$ cat src/rtl/top_of_book_tx_pkg.sv
// Shared types and message geometry for the top-of-book quote transmitter.
// TOB_CHECKSUM_EN adds a trailing XOR checksum byte to every message.
package top_of_book_tx_pkg;

`ifdef TOB_CHECKSUM_EN
    localparam int unsigned TOB_MSG_BYTES = 24;
`else
    localparam int unsigned TOB_MSG_BYTES = 23;
`endif
    localparam int unsigned TOB_MSG_BITS  = TOB_MSG_BYTES * 8;
    localparam int unsigned TOB_IDX_W     = 5;

    typedef enum logic [1:0] {
        IDLE,
        LOAD,
        SEND
    } tob_state_t;

    // Field order matches wire order (big-endian, MSB first).
    typedef struct packed {
        logic [15:0] locate;
        logic [31:0] seq;
        logic [31:0] bid_px;
        logic [31:0] bid_qty;
        logic [31:0] ask_px;
        logic [31:0] ask_qty;
    } tob_quote_t;

    typedef struct packed {
        logic [15:0] locate;
        logic [31:0] bid_px;
        logic [31:0] bid_qty;
        logic [31:0] ask_px;
        logic [31:0] ask_qty;
    } tob_book_t;

`ifdef TOB_CHECKSUM_EN
    function automatic logic [7:0] tob_xor_bytes(input logic [TOB_MSG_BITS-9:0] body);
        logic [7:0] acc;
        acc = 8'h00;
        for (int i = 0; i < int'(TOB_MSG_BYTES) - 1; i++) begin
            acc = acc ^ body[i*8 +: 8];
        end
        return acc;
    endfunction
`endif

endpackage

$ cat src/rtl/tob_byte_serializer.sv
// Parallel-load shift register that streams a message MSB-first over valid/ready.
// Message length follows TOB_CHECKSUM_EN through the package.
module tob_byte_serializer
    import top_of_book_tx_pkg::*;
(
    input  logic                    clk,
    input  logic                    rst,
    input  logic                    load,
    input  logic [TOB_MSG_BITS-1:0] load_data,
    input  logic                    ready,
    output logic [7:0]              data,
    output logic                    valid,
    output logic                    last,
    output logic                    done
);

    localparam logic [TOB_IDX_W-1:0] LAST_IDX = TOB_IDX_W'(TOB_MSG_BYTES - 1);

    logic [TOB_MSG_BITS-1:0] shift_q;
    logic [TOB_IDX_W-1:0]    idx_q;
    logic                    valid_q;

    always_ff @(posedge clk or posedge rst) begin
        if (rst) begin
            shift_q <= '0;
            idx_q   <= '0;
            valid_q <= 1'b0;
        end else if (load) begin
            shift_q <= load_data;
            idx_q   <= '0;
            valid_q <= 1'b1;
        end else if (valid_q && ready) begin
            if (idx_q == LAST_IDX) begin
                valid_q <= 1'b0;
            end else begin
                shift_q <= {shift_q[TOB_MSG_BITS-9:0], 8'h00};
                idx_q   <= idx_q + 1'b1;
            end
        end
    end

    assign data  = shift_q[TOB_MSG_BITS-1 -: 8];
    assign valid = valid_q;
    assign last  = valid_q && (idx_q == LAST_IDX);
    assign done  = last && ready;

endmodule

$ cat src/rtl/top_of_book_tx.sv
// Top-of-book change detector and quote publisher; coalesces bursts to the latest quote.
// TOB_CHECKSUM_EN appends an XOR checksum byte (24-byte messages instead of 23).
module top_of_book_tx
    import top_of_book_tx_pkg::*;
#(
    parameter logic [7:0]  MSG_TYPE = 8'h51,
    parameter int unsigned IDLE_GAP = 0
) (
    input  logic        clkIn,
    input  logic        rstIn,
    input  logic        bookValidIn,
    input  logic [15:0] locateIn,
    input  logic [31:0] bidPriceIn,
    input  logic [31:0] bidQtyIn,
    input  logic [31:0] askPriceIn,
    input  logic [31:0] askQtyIn,
    output logic [7:0]  txDataOut,
    output logic        txValidOut,
    output logic        txLastOut,
    input  logic        txReadyIn,
    output logic [15:0] coalescedCntOut
);

    // IDLE and LOAD already provide two idle bus cycles after a final byte.
    localparam logic [7:0] GAP_RELOAD = (IDLE_GAP > 2) ? 8'(IDLE_GAP - 2) : 8'd0;

    tob_state_t state_q, state_d;
    tob_book_t  snapshot_q, snapshot_d;
    tob_book_t  last_sent_q, last_sent_d;
    tob_book_t  in_book;
    tob_book_t  cmp_ref;
    tob_quote_t quote;
    logic       pending_q, pending_d;
    logic [31:0] seq_q, seq_d;
    logic [7:0]  gap_q, gap_d;
    logic [15:0] cnt_q, cnt_d;
    logic        load;
    logic        ser_done;
    logic [TOB_MSG_BITS-1:0] load_data;
    logic [TOB_MSG_BITS-1:0] body;

    assign in_book = '{locate: locateIn, bid_px: bidPriceIn, bid_qty: bidQtyIn,
                       ask_px: askPriceIn, ask_qty: askQtyIn};

    // A LOAD in progress makes the snapshot the new reference for change detection.
    assign cmp_ref = (state_q == LOAD) ? snapshot_q : last_sent_q;

    always_ff @(posedge clkIn or posedge rstIn) begin
        if (rstIn) begin
            state_q     <= IDLE;
            snapshot_q  <= '0;
            last_sent_q <= '0;
            pending_q   <= 1'b0;
            seq_q       <= '0;
            gap_q       <= '0;
            cnt_q       <= '0;
        end else begin
            state_q     <= state_d;
            snapshot_q  <= snapshot_d;
            last_sent_q <= last_sent_d;
            pending_q   <= pending_d;
            seq_q       <= seq_d;
            gap_q       <= gap_d;
            cnt_q       <= cnt_d;
        end
    end

    always_comb begin
        state_d     = state_q;
        snapshot_d  = snapshot_q;
        last_sent_d = last_sent_q;
        pending_d   = pending_q;
        seq_d       = seq_q;
        gap_d       = gap_q;
        cnt_d       = cnt_q;
        load        = 1'b0;

        unique case (state_q)
            IDLE: begin
                if (gap_q != 8'd0) begin
                    gap_d = gap_q - 8'd1;
                end else if (pending_q) begin
                    state_d = LOAD;
                end
            end
            LOAD: begin
                load        = 1'b1;
                last_sent_d = snapshot_q;
                seq_d       = seq_q + 32'd1;
                pending_d   = 1'b0;
                state_d     = SEND;
            end
            SEND: begin
                if (ser_done) begin
                    gap_d   = GAP_RELOAD;
                    state_d = IDLE;
                end
            end
            default: state_d = IDLE;
        endcase

        if (bookValidIn) begin
            snapshot_d = in_book;
            pending_d  = (in_book != cmp_ref);
            if (pending_q && (state_q != LOAD) && (in_book != last_sent_q)
                && (cnt_q != 16'hFFFF)) begin
                cnt_d = cnt_q + 16'd1;
            end
        end
    end

    assign quote = '{locate: snapshot_q.locate, seq: seq_q + 32'd1,
                     bid_px: snapshot_q.bid_px, bid_qty: snapshot_q.bid_qty,
                     ask_px: snapshot_q.ask_px, ask_qty: snapshot_q.ask_qty};

`ifdef TOB_CHECKSUM_EN
    assign body      = {MSG_TYPE, quote, 8'h00};
    assign load_data = {body[TOB_MSG_BITS-1:8], tob_xor_bytes(body[TOB_MSG_BITS-1:8])};
`else
    assign body      = {MSG_TYPE, quote};
    assign load_data = body;
`endif

    tob_byte_serializer u_ser (
        .clk       (clkIn),
        .rst       (rstIn),
        .load      (load),
        .load_data (load_data),
        .ready     (txReadyIn),
        .data      (txDataOut),
        .valid     (txValidOut),
        .last      (txLastOut),
        .done      (ser_done)
    );

    assign coalescedCntOut = cnt_q;

endmodule
$ cat config.mk
export PLATFORM = sky130hd
export DESIGN_NAME = top_of_book_tx
export DESIGN_NICKNAME = d
export VERILOG_FILES = /design/src/rtl/top_of_book_tx_pkg.sv /design/src/rtl/tob_byte_serializer.sv /design/src/rtl/top_of_book_tx.sv
export SDC_FILE = /design/constraint.sdc
export NUM_CORES = 1
export LEC_CHECK = 0
export ABC_AREA = 1
export BUFFER_PORTS_ARGS = -buffer_cell sky130_fd_sc_hd__buf_4
export CAP_MARGIN = 30
export CORE_MARGIN = 5
export CORE_UTILIZATION = 60
export DETAILED_ROUTE_END_ITERATION = 8
export HOLD_SLACK_MARGIN = 0.03
export PLACE_DENSITY = 0.78
export SLEW_MARGIN = 20
export SYNTH_ARGS = -nofsm -noshare
export SYNTH_HDL_FRONTEND = slang
export SYNTH_HIERARCHICAL = 1
export SYNTH_SLANG_ARGS = --single-unit
$ cat constraint.sdc
create_clock -name clkIn -period 26.3 [get_ports clkIn]
set_input_delay 2.63 -clock clkIn [delete_from_list [all_inputs] [get_ports clkIn]]
set_output_delay 2.63 -clock clkIn [all_outputs]
set_load 0.01 [all_outputs]
==> out/results.ini <==
[global_route]
grt_first_pass_wirelength_mm=127.2
use_met1_pct=41.94
grt_pass1_vias=23120
grt_max_degree=148
gr-usage-all-layers_pct=30.41
use_met3_pct=5.957
gr-total-overflow=0
met2_usage_pct=47.89
busiest_layer=met2
antenna_found_initial=4

[clock_network]
cts_setup_buffers=0
numCtsBuffers=56
path_clk_slew_ns=0.06
cts_tree=yes
clock-sinks=537
cts_buffer_depth=3
cts-root-buf=clkbuf_16
clkLatencyLatePin_ns=0.61
cts_hold_buf=0
cts_resized=0
h-tree-depth=2

[synthesis]
synth.distinct_cells=46
ys_warn_count=6
avgSynthCellArea_um2=7.780
syn_inst=3706
async_flop_share_pct=100.0
ys_ff_latch=537
synth_area_mm2=0.02883
ys.flop_type=dfrtp_1
synth_seq_area_share_pct=46.60
synth_edf_count=0

[timing]
fmax_mhz=214.7
fin_worst_skew_ns=0.01281
rsz0062_at_grt=no
setup_viol=0
fin_ws_ns=21.64
hold_viol_final=0
drv_slew=0
period_needed_ns=4.658
setup_tns_ns=0
tightest_slew_ns=1.016
slew_headroom_pct=32.29
period_share_pct=17.71

[floorplanning]
dieArea_mm2=0.05254
rows=80
ios=174
initial_core_util_pct=60.52
die_h_um=229.2
die_w_um=229.2
design.core.area_mm2=0.04765

[worst_setup_path]
worst_ep_required_time_ns=26.80
cp_max_fo=141
r2r_setup_slack_ns=21.64
cpMaxStageDelayCell=buf_4
reg2reg_to=pending_q$_DFFE_PP0P_
critPathArrivalTime_ns=5.16
max_stage_delay_ns=0.82
reg2reg_from=state_q[0]$_DFFE_PP0P_
critPathKind=flip-flop to flip-flop
ff2ff_path_depth=17
endpoint_kind=flip-flop
path_cells=buf_4 > inv_2 > nor2_4 > buf_4 > buf_12 > buf_4 > nand2_1 > nand3_1 > nand2_1 > nor2_1 > nand2_1 > nor2_1 > nand2_1 > nor2_1 > nand2_1 > nor2_1 > nor2_1
cp-start-kind=flip-flop

[final_layout]
ff_latch_area_mm2=0.01344
nFillCells=4059
final_common_cell=nand2_1
multi_input_area_mm2=0.01319
final_cell_mix=nand2_1, dfrtp_1, inv_1
layout.nets=3945
area_growth_pct=10.74
layout-drive-gt1-share_pct=11.81

[power]
power.leakage_nw=15.67
power.density_mw_per_mm2=63.07
peakVddDrop_uv=54.43

[placement]
gp_congestion=0.9523
place_ws_ns=20.58
io_buffers=173
dp_hpwl_mm=56.53

[flow_run]
cap_violations=0

[detailed_routing]
ant_nets=0
drt_iter0_drc=2484
wirelength_mm=81.76
wl_per_cell_um=18.37
drcViolationCount=0
via_per_inst=5.586
vias=24864
dr.pass1.iters=5

[min_path]
min_to=u_ser/shift_q[67]$_DFFE_PP0P_
hold_start=u_ser/shift_q[67]$_DFFE_PP0P_
whs_path_depth=2
hp-class=flip-flop to flip-flop

[run_status]
status=completed

[final cells by class]
type | instances | area share, %
sequential | 537 | 42.09
antenna | 1 | 0.007837
clock inverter | 11 | 0.3370
tap | 615 | 2.410
inverter | 298 | 3.558
timing repair buffer | 195 | 4.875
multi-input combinational | 2703 | 41.32
clock buffer | 91 | 5.400
[where the power goes]
group,total (W),switching (W),internal [W]
sequential,0.000927,0.0000448,0.000882
combinational,0.000286,0.000189,0.0000978
clock,0.000801,0.000336,0.000464
total,0.00201,0.000570,0.00144
[critical path: cells and delay by family (launching register included)]
family | cells | cell delay [ns]
simple gates | 12 | 1.33
flops | 1 | 0.34
buf+inv | 5 | 2.77
[per-stage QoR]
stage / hold WS (ns) / instances / total power [W] / instance area, µm² / utilization (%)
after global routing: 0.4878 / 4450 / 0.002096 / 31930 / 67.01
after floorplan: 0.4364 / 3712 / 0.001149 / 28860 / -
final: 0.4724 / 4451 / 0.002014 / 31930 / 67.01
after CTS: 0.4697 / 4447 / 0.002017 / 31840 / 66.84
after global placement: 0.4501 / 4345 / 0.001214 / 30010 / 62.99
after detailed placement: 0.4550 / 4345 / 0.001221 / 30010 / 62.99
[synthesized netlist by cell type, drive strengths merged, types with 2 or more instances]
library cell  count  area share, %
o21ai           296            6.5
or2              35           0.76
conb              2          0.026
a21boi          175            4.6
nor4              8           0.23
and2              3          0.065
o211ai           23           0.60
nor2            267            3.6
nand3b           11           0.29
ha                6           0.26
nor3             23           0.44
nand3           258            4.6
xnor2            64            1.9
dfrtp           537             47
nand4            29           0.63
clkbuf           53           0.69
buf             121            3.2
nand2          1332             18
o22ai             4          0.087
inv             298            3.9
a21oi            99            1.7
xor2             56            1.7
[metal layers]
layer  share of wire (%)  wire [µm]
met3                 8.0       6546
met5               0.042         34
met1                  42      34150
met4                 4.3       3494
met2                  46      37540
[state kept, by name, summed over array words and instances (netlist names)]
register and flops:
u_ser/shift_q 184, gap_q 8, u_ser/idx_q 5, coalescedCntOut 16, state_q 2, pending_q 1, u_ser/valid 1, last_sent_q 144
body 144, seq_q 32
[how the worst max path moves through the flow]
stage,start,endpoint,cells past startpoint
after floorplan,rstIn,body[0]$_DFFE_PP0P_,1
after global placement,txReadyIn,u_ser/shift_q[119]$_DFFE_PP0P_,8
after detailed placement,txReadyIn,u_ser/shift_q[167]$_DFFE_PP0P_,8
after CTS,txReadyIn,u_ser/shift_q[167]$_DFFE_PP0P_,8
after global routing,state_q[0]$_DFFE_PP0P_,pending_q$_DFFE_PP0P_,17
final,state_q[0]$_DFFE_PP0P_,pending_q$_DFFE_PP0P_,17
[cells by family after synthesis]
logic type	synth area share, %
flip-flops	46.60
AO/OA/AOI/OAI	13.57
adder cells (fa/ha/maj)	0.2604
buffers and inverters	7.746
other	0.02605
XOR/XNOR	3.645
AND/OR/NAND/NOR	28.15
No activity file was read; power rests on OpenSTA's default activity.
